<file path="src/rtl/zx_video_pkg.sv">
// Shared definitions for the ZX Spectrum video path: paper offsets, attribute
// base, pixel bit layout and the attribute byte layout.
package zx_video_pkg;

    localparam int unsigned H_OFF_DEF = 64;
    localparam int unsigned V_OFF_DEF = 48;

    localparam logic [12:0] ATTR_BASE = 13'h1800;

    // pix = {bright, G, R, B}
    localparam int unsigned PIX_BRIGHT = 3;
    localparam int unsigned PIX_G      = 2;
    localparam int unsigned PIX_R      = 1;
    localparam int unsigned PIX_B      = 0;

    typedef enum logic {
        SelBitmap = 1'b0,
        SelAttr   = 1'b1
    } addr_sel_e;

    typedef struct packed {
        logic       flash;
        logic       bright;
        logic [2:0] paper;
        logic [2:0] ink;
    } attr_t;

endpackage

</file>
<file path="src/rtl/zx_screen_fetch_if.sv">
// Frame-buffer read port: byte address out, byte data back after a fixed latency.
interface zx_screen_fetch_if;

    logic [12:0] video_addr;
    logic [7:0]  video_data;

    modport master (output video_addr, input video_data);
    modport slave  (input video_addr, output video_data);

endinterface

</file>
<file path="src/rtl/zx_scr_addr.sv">
// Combinational ZX screen address: bitmap bytes use the interleaved third/row/line
// layout, attribute bytes are linear from ATTR_BASE.
module zx_scr_addr
    import zx_video_pkg::*;
(
    input  logic [7:0]  sy,
    input  logic [4:0]  c,
    input  addr_sel_e   sel,
    output logic [12:0] addr
);

    // Select bitmap or attribute address for screen line sy, cell column c.
    always_comb begin
        if (sel == SelAttr) begin
            addr = ATTR_BASE + {3'b000, sy[7:3], c};
        end else begin
            addr = {sy[7:6], sy[2:0], sy[5:3], c};
        end
    end

endmodule

</file>
<file path="src/rtl/zx_screen_fetch.sv">
// Pixel-fetch stage: reads bitmap/attribute bytes one cell ahead of the beam,
// shifts out pixel bits, applies attribute/flash rules and border, and delays
// de/hs/vs by one clock to line up with pix. MEM_LAT must lie in 1..12.
module zx_screen_fetch
    import zx_video_pkg::*;
#(
    parameter int unsigned H_OFF   = H_OFF_DEF,
    parameter int unsigned V_OFF   = V_OFF_DEF,
    parameter int unsigned MEM_LAT = 2
) (
    input  logic              clk,
    input  logic              nRESET,
    input  logic [9:0]        x,
    input  logic [9:0]        y,
    input  logic              de_in,
    input  logic              hs_in,
    input  logic              vs_in,
    input  logic [2:0]        border,
    zx_screen_fetch_if.master mem,
    output logic [3:0]        pix,
    output logic              de_out,
    output logic              hs_out,
    output logic              vs_out
);

    localparam logic [9:0] PAPER_X0 = 10'(H_OFF);
    localparam logic [9:0] PAPER_X1 = 10'(H_OFF + 512);
    localparam logic [9:0] PAPER_Y0 = 10'(V_OFF);
    localparam logic [9:0] PAPER_Y1 = 10'(V_OFF + 384);
    localparam logic [9:0] FETCH_X0 = 10'(H_OFF - 16);
    localparam logic [9:0] FETCH_X1 = 10'(H_OFF + 496);
    localparam logic [3:0] P_BMP    = 4'(MEM_LAT);
    localparam logic [3:0] P_ATTR   = 4'(MEM_LAT + 1);

    logic        paper_line;
    logic        in_win;
    logic        nin_win;
    logic        in_paper;
    logic [9:0]  dy;
    logic [9:0]  dx;
    logic [9:0]  fx;
    logic [9:0]  nx;
    logic [9:0]  nfx;
    logic [7:0]  sy;
    logic [2:0]  sx_lo;
    logic [3:0]  phase;
    logic [3:0]  nphase;
    logic [4:0]  ncell;
    addr_sel_e   nsel;
    logic [12:0] fetch_addr;

    logic [12:0] video_addr_q;
    logic [7:0]  next_bmp_q;
    logic [7:0]  shifter_q;
    attr_t       next_attr_q;
    attr_t       cur_attr_q;
    logic [4:0]  flash_cnt_q;
    logic [3:0]  pix_d;
    logic [3:0]  pix_q;
    logic        de_q;
    logic        hs_q;
    logic        vs_q;

    logic [2:0]  ink;
    logic [2:0]  paper;
    logic        pix_bit;
    logic        unused_bits;

    // Beam position decode for the current pixel and for the next one (address lookahead).
    always_comb begin
        paper_line = (y >= PAPER_Y0) && (y < PAPER_Y1);
        dy         = y - PAPER_Y0;
        sy         = dy[8:1];
        fx         = x - FETCH_X0;
        phase      = fx[3:0];
        in_win     = paper_line && (x >= FETCH_X0) && (x < FETCH_X1);
        nx         = x + 10'd1;
        nfx        = nx - FETCH_X0;
        nphase     = nfx[3:0];
        ncell      = nfx[8:4];
        nin_win    = paper_line && (nx >= FETCH_X0) && (nx < FETCH_X1);
        nsel       = (nphase == 4'd1) ? SelAttr : SelBitmap;
        dx         = x - PAPER_X0;
        sx_lo      = dx[3:1];
        in_paper   = paper_line && (x >= PAPER_X0) && (x < PAPER_X1);
    end

    assign unused_bits = ^{dy[9], dy[0], fx[9:4], nfx[9], dx[9:4], dx[0]};

    zx_scr_addr u_scr_addr (
        .sy   (sy),
        .c    (ncell),
        .sel  (nsel),
        .addr (fetch_addr)
    );

    // Address is registered from the lookahead so it is stable for the whole of
    // phases 0 and 1; data latches and the end-of-cell load follow the current phase.
    always_ff @(posedge clk or negedge nRESET) begin
        if (!nRESET) begin
            video_addr_q <= '0;
            next_bmp_q   <= '0;
            next_attr_q  <= '0;
            shifter_q    <= '0;
            cur_attr_q   <= '0;
        end else begin
            if (nin_win && (nphase <= 4'd1)) begin
                video_addr_q <= fetch_addr;
            end
            if (in_win && (phase == P_BMP)) begin
                next_bmp_q <= mem.video_data;
            end
            if (in_win && (phase == P_ATTR)) begin
                next_attr_q <= attr_t'(mem.video_data);
            end
            if (in_win && (phase == 4'd15)) begin
                shifter_q  <= next_bmp_q;
                cur_attr_q <= next_attr_q;
            end
        end
    end

    // Frame counter: counts vs_in falling edges against the registered vs copy.
    always_ff @(posedge clk or negedge nRESET) begin
        if (!nRESET) begin
            flash_cnt_q <= '0;
        end else if (vs_q && !vs_in) begin
            flash_cnt_q <= flash_cnt_q + 5'd1;
        end
    end

    // Colour select for the current pixel: paper/ink from the shifter, else border or black.
    always_comb begin
        ink   = cur_attr_q.ink;
        paper = cur_attr_q.paper;
        if (cur_attr_q.flash && flash_cnt_q[4]) begin
            ink   = cur_attr_q.paper;
            paper = cur_attr_q.ink;
        end
        pix_bit = shifter_q[3'd7 - sx_lo];
        pix_d   = 4'h0;
        if (in_paper) begin
            pix_d[PIX_BRIGHT]  = cur_attr_q.bright;
            pix_d[PIX_G:PIX_B] = pix_bit ? ink : paper;
        end else if (de_in) begin
            pix_d[PIX_G:PIX_B] = border;
        end
    end

    // Output register: pix and syncs share the same single-cycle latency.
    always_ff @(posedge clk or negedge nRESET) begin
        if (!nRESET) begin
            pix_q <= 4'h0;
            de_q  <= 1'b0;
            hs_q  <= 1'b1;
            vs_q  <= 1'b1;
        end else begin
            pix_q <= pix_d;
            de_q  <= de_in;
            hs_q  <= hs_in;
            vs_q  <= vs_in;
        end
    end

    assign mem.video_addr = video_addr_q;
    assign pix            = pix_q;
    assign de_out         = de_q;
    assign hs_out         = hs_q;
    assign vs_out         = vs_q;

endmodule

</file>
<file path="src/flat_wrapper.sv">
// flat-port wrapper written by rule: the top's interface ports become plain ports
module zx_screen_fetch_flat import zx_video_pkg::*;
#(
    parameter int unsigned H_OFF   = H_OFF_DEF,
    parameter int unsigned V_OFF   = V_OFF_DEF,
    parameter int unsigned MEM_LAT = 2
)
  (clk, nRESET, x, y, de_in, hs_in, vs_in, border, pix, de_out, hs_out, vs_out, mem_video_addr, mem_video_data);
  zx_screen_fetch_if mem_i ();
  input  logic clk;
  input  logic nRESET;
  input  logic [9:0] x;
  input  logic [9:0] y;
  input  logic de_in;
  input  logic hs_in;
  input  logic vs_in;
  input  logic [2:0] border;
  output logic [3:0] pix;
  output logic de_out;
  output logic hs_out;
  output logic vs_out;
  output wire logic [$bits(mem_i.video_addr)-1:0] mem_video_addr;
  input wire logic [$bits(mem_i.video_data)-1:0] mem_video_data;
  assign mem_video_addr = mem_i.video_addr;
  assign mem_i.video_data = mem_video_data;
  zx_screen_fetch #(.H_OFF(H_OFF), .V_OFF(V_OFF), .MEM_LAT(MEM_LAT)) u_core (.clk(clk), .nRESET(nRESET), .x(x), .y(y), .de_in(de_in), .hs_in(hs_in), .vs_in(vs_in), .border(border), .mem(mem_i), .pix(pix), .de_out(de_out), .hs_out(hs_out), .vs_out(vs_out));
endmodule
</file>
<file path="config.mk">
export PLATFORM = sky130hd
export DESIGN_NAME = zx_screen_fetch_flat
export DESIGN_NICKNAME = d
export VERILOG_FILES = /design/src/rtl/zx_video_pkg.sv /design/src/rtl/zx_screen_fetch_if.sv /design/src/rtl/zx_scr_addr.sv /design/src/rtl/zx_screen_fetch.sv /design/src/flat_wrapper.sv
export SDC_FILE = /design/constraint.sdc
export NUM_CORES = 1
export LEC_CHECK = 0
export ABC_CLOCK_PERIOD_IN_PS = 2300
export CAP_MARGIN = 20
export CELL_PAD_IN_SITES_DETAIL_PLACEMENT = 0
export CELL_PAD_IN_SITES_GLOBAL_PLACEMENT = 1
export CORE_MARGIN = 2
export CORE_UTILIZATION = 42
export CTS_BUF_LIST = sky130_fd_sc_hd__clkbuf_4 sky130_fd_sc_hd__clkbuf_8
export CTS_CLUSTER_DIAMETER = 60
export DETAILED_ROUTE_END_ITERATION = 7
export PLACE_DENSITY_LB_ADDON = 0.1
export SLEW_MARGIN = 0
export SYNTH_ARGS = -nofsm -noshare
export SYNTH_HDL_FRONTEND = slang
export SYNTH_SLANG_ARGS = --single-unit
</file>
<file path="constraint.sdc">
create_clock -name clk -period 2.3 [get_ports clk]
set_clock_uncertainty 0.1 [all_clocks]
set_input_delay 0.46 -clock clk [delete_from_list [all_inputs] [get_ports clk]]
set_output_delay 0.46 -clock clk [all_outputs]
set_load 0.02 [all_outputs]
</file>
==> summary.txt <==
Die
  • Core region area: 5960 um2
  • Die extent in y: around 83 um
  • Row cnt: 28
  • Chip Width: 82.6 um
  • Starting density of the core: between 40 and 50%
  • Die area: between 6000 and 7000 um2
  • Io pins: 56

STA
  • Final setup fails: 0
  • Worst-margin pin slew: between 300 and 400 ps
  • Slew margin rel.: about three quarters
  • Max-slew violations: 0
  • Peak Freq: 445 MHz
  • Min cycle time layout: 2250 ps
  • Fin worst setup slack: 52.8 ps
  • Final period utilization: 97.7%
  • Fin. Hold Viols: 0
  • RSZ-0062 raised after global routing: true

Layout
  • Commonest non-fill, non-tap cells in the layout: dfrtp_1, clkdlybuf4s50_1, buf_4
  • Share of layout cells above drive strength 1: 40.3%
  • Final nets: about 330
  • Most common cell after layout, fill and taps aside: dfrtp_1
  • Syn-to-layout area delta: 47.7%
  • Ant. Diodes: 0
  • Non-filler cells, final: 368

Critical path
  • CP max stage cell: or4_4
  • Critical path class: in2reg
  • Worst EP required: 2410 ps
  • Setup crit end kind: flip-flop
  • CP max FO: 6
  • Setup crit start kind: primary input
  • Gate family responsible for the most delay along the worst path: compound AO/OA/AOI/OAI gates
  • Crit path largest cell delay: roughly 550 ps
  • WP data arrival: ~2400 ps
  • CP bufs+invs: 2
  • Critical Path, Cell by Cell: buf_8 -> or4_4 -> a2111oi_4 -> nand2b_1 -> o31a_1 -> clkbuf_16 -> mux2_4

Synthesis
  • Synthesis Warnings: 0
  • Cells after Synth: roughly 190
  • Sequential area share after synthesis: a little under three fifths
  • Syn_area_per_cell: ~14 um2
  • Syn nets: 227
  • Mapped cell area: ~2600 um2
  • Unique masters post-synth: 33
  • Count of state elements after synthesis: between 50 and 60

Power and ir drop
  • Combinational Power Share: between 20% and 30%
  • Pwr Density: around 800 nW/um2
  • Max VDD drop: roughly 420 uV
  • Sw power: roughly 0.8 mW
  • Internal: 2.30 mW
  • Part of the power in registers: between 40% and 50%
  • Clk pwr share: between 30% and 40%
  • Static leakage: ~1.9 nW
  • Sw Share: a little over a quarter

CTS
  • Worst-case clock buffer depth: 2
  • Htree depth: 3
  • Sink Count: 57
  • Num CTS Buffers: 9
  • Reg clk slew, reported paths: about 70 ps
  • Worst-Skew Late Latency: between 300 and 400 ps
  • CTS Root Cell: clkbuf_8
  • CTS tree: built

Global routing
  • Total gr overflow: 0
  • Global-route wire length before repair: 8760 um
  • Global-route usage over all layers: between 10% and 20%
  • Largest net degree at the start of global routing: 58
  • Vias in the first global route: 1,835
  • Initial antenna violation count: 0

Routing
  • Antenna viol nets, final: 0
  • Pre-antenna DRT Iters: 2
  • Vias/cell: a little under 5
  • Via count: around 1,800
  • Post-Route WL: approximately 5600 um
  • Initial drt markers: 44
  • Drt wl/cell: 15.2 um
  • DRC: 0

Place
  • RD Place Congestion: a little over 0.7
  • Final HPWL DP: ~3900 um
  • Pre-CTS setup slack: -668 ps
  • Post-Place Cells: about 350
  • Port Buffer Count: 54

Job
  • Maxcap violations: 0

Worst hold path
  • Hold WC Path Type: in2async

Status
  • Outcome: finished clean
sequential cells by signal (all words and copies together) (netlist names):
| name | count |
|---|---|
| u_core.flash_cnt_q | 5 |
| u_core.mem.video_addr | 13 |
| u_core.de_out | 1 |
| u_core.shifter_q | 8 |
| u_core.next_bmp_q | 8 |
| u_core.pix | 4 |
| u_core.hs_out | 1 |
| u_core.next_attr_q | 8 |
| u_core.vs_out | 1 |
| u_core.cur_attr_q | 8 |
final cells by class:
class	count	area, um2
inverters	5	18.8
multi-input cells	122	1170
well taps	75	93.8
clock buffers	12	146
clock inverters	4	70.1
repair buffers	93	907
flip-flops and latches	57	1430
fillers	483	2120
kinds of logic after synthesis:
kind of cell	share of synthesized area, %
xor+xnor	4.72
buf+inv	2.22
fa+ha+maj	1.45
compound gates	5.06
mux	24.4
flops	55.1
simple gates	7.09
power groups by stage:
stage	Clock (mW)	Combinational [mW]	Sequential, mW
floorplan	0	0.293	1.42
global placement	0	0.725	1.34
detailed placement	0	0.738	1.35
CTS	1.06	0.743	1.33
global route	1.11	0.821	1.36
finish	1.04	0.753	1.33
routing by layer:
layer / GRT usage, % / vias to the layer above / share of wire (%)
li1: - / 881 / -
met1: 21.6 / 865 / 44
met2: 28.6 / 37 / 49
met3: 4.35 / 10 / 4.6
met4: 10.3 / 0 / 1.8
met5: 0 / - / 0
through the flow:
step | power, mW | util (%) | hold slack (ps) | setup TNS, ps | instance area, um2
after global routing | 3.28 | 64.4 | 39.5 | -152 | 3830
after detailed placement | 2.08 | 58.7 | 365 | -20040 | 3500
after CTS | 3.13 | 62.6 | 23.2 | -42.8 | 3730
final | 3.12 | 64.4 | 21.2 | 0 | 3830
after global placement | 2.07 | 58.7 | 368 | -20100 | 3500
after floorplan | 1.72 | - | 64.4 | -2770 | 2610
cells in the mapped netlist:
cell,count,area share (%)
buf_6,3,1.3
mux4_2,1,0.87
a21oi_1,2,0.39
and3_1,2,0.48
and4_1,1,0.34
o21a_1,2,0.58
nand2b_1,1,0.24
mux2_4,7,4.1
nand4_1,4,0.96
o211a_1,2,0.77
inv_1,5,0.72
nand3_1,4,0.77
dfrtp_1,55,53
nand4b_1,1,0.34
o211ai_1,1,0.29
dfstp_2,2,2.0
o41ai_1,1,0.34
nor2_1,4,0.58
mux2_2,36,16
a2111oi_4,1,1.1
o31a_1,2,0.68
o21ai_0,5,0.96
nor3_1,2,0.39
or4_4,1,0.43
buf_2,1,0.19
nand2_1,11,1.6
or3_1,1,0.24
nor4_1,2,0.48
ha_1,3,1.4
xor2_1,4,1.3
nor2b_1,1,0.24
xnor2_1,10,3.4
mux2i_1,10,3.9
repair_timing:
action,CTS,global route
hold buffers,0,0
buffers inserted,4,2
pin swaps,8,10
gates resized for setup,20,23
endpoints found under the setup margin,29,21
gates cloned,0,1
worst paths after layout:
check / start / endpoint / slack [ps] / cells past startpoint
min in group clk: u_core.flash_cnt_q[4]$_DFFE_PN0P_ / u_core.flash_cnt_q[4]$_DFFE_PN0P_ / 380 / 1
max: x[3] / u_core.mem.video_addr[7]$_DFFE_PN0P_ / 50 / 7
max reg2reg: u_core.shifter_q[0]$_DFFE_PN0P_ / u_core.pix[0]$_DFF_PN0_ / 520 / 6
max in group asynchronous: nRESET / u_core.hs_out$_DFF_PN1_ / 1800 / 2
min reg2reg: u_core.flash_cnt_q[4]$_DFFE_PN0P_ / u_core.flash_cnt_q[4]$_DFFE_PN0P_ / 380 / 1
min: nRESET / u_core.mem.video_addr[8]$_DFFE_PN0P_ / 20 / 2
No activity file was read; power rests on OpenSTA's default activity.
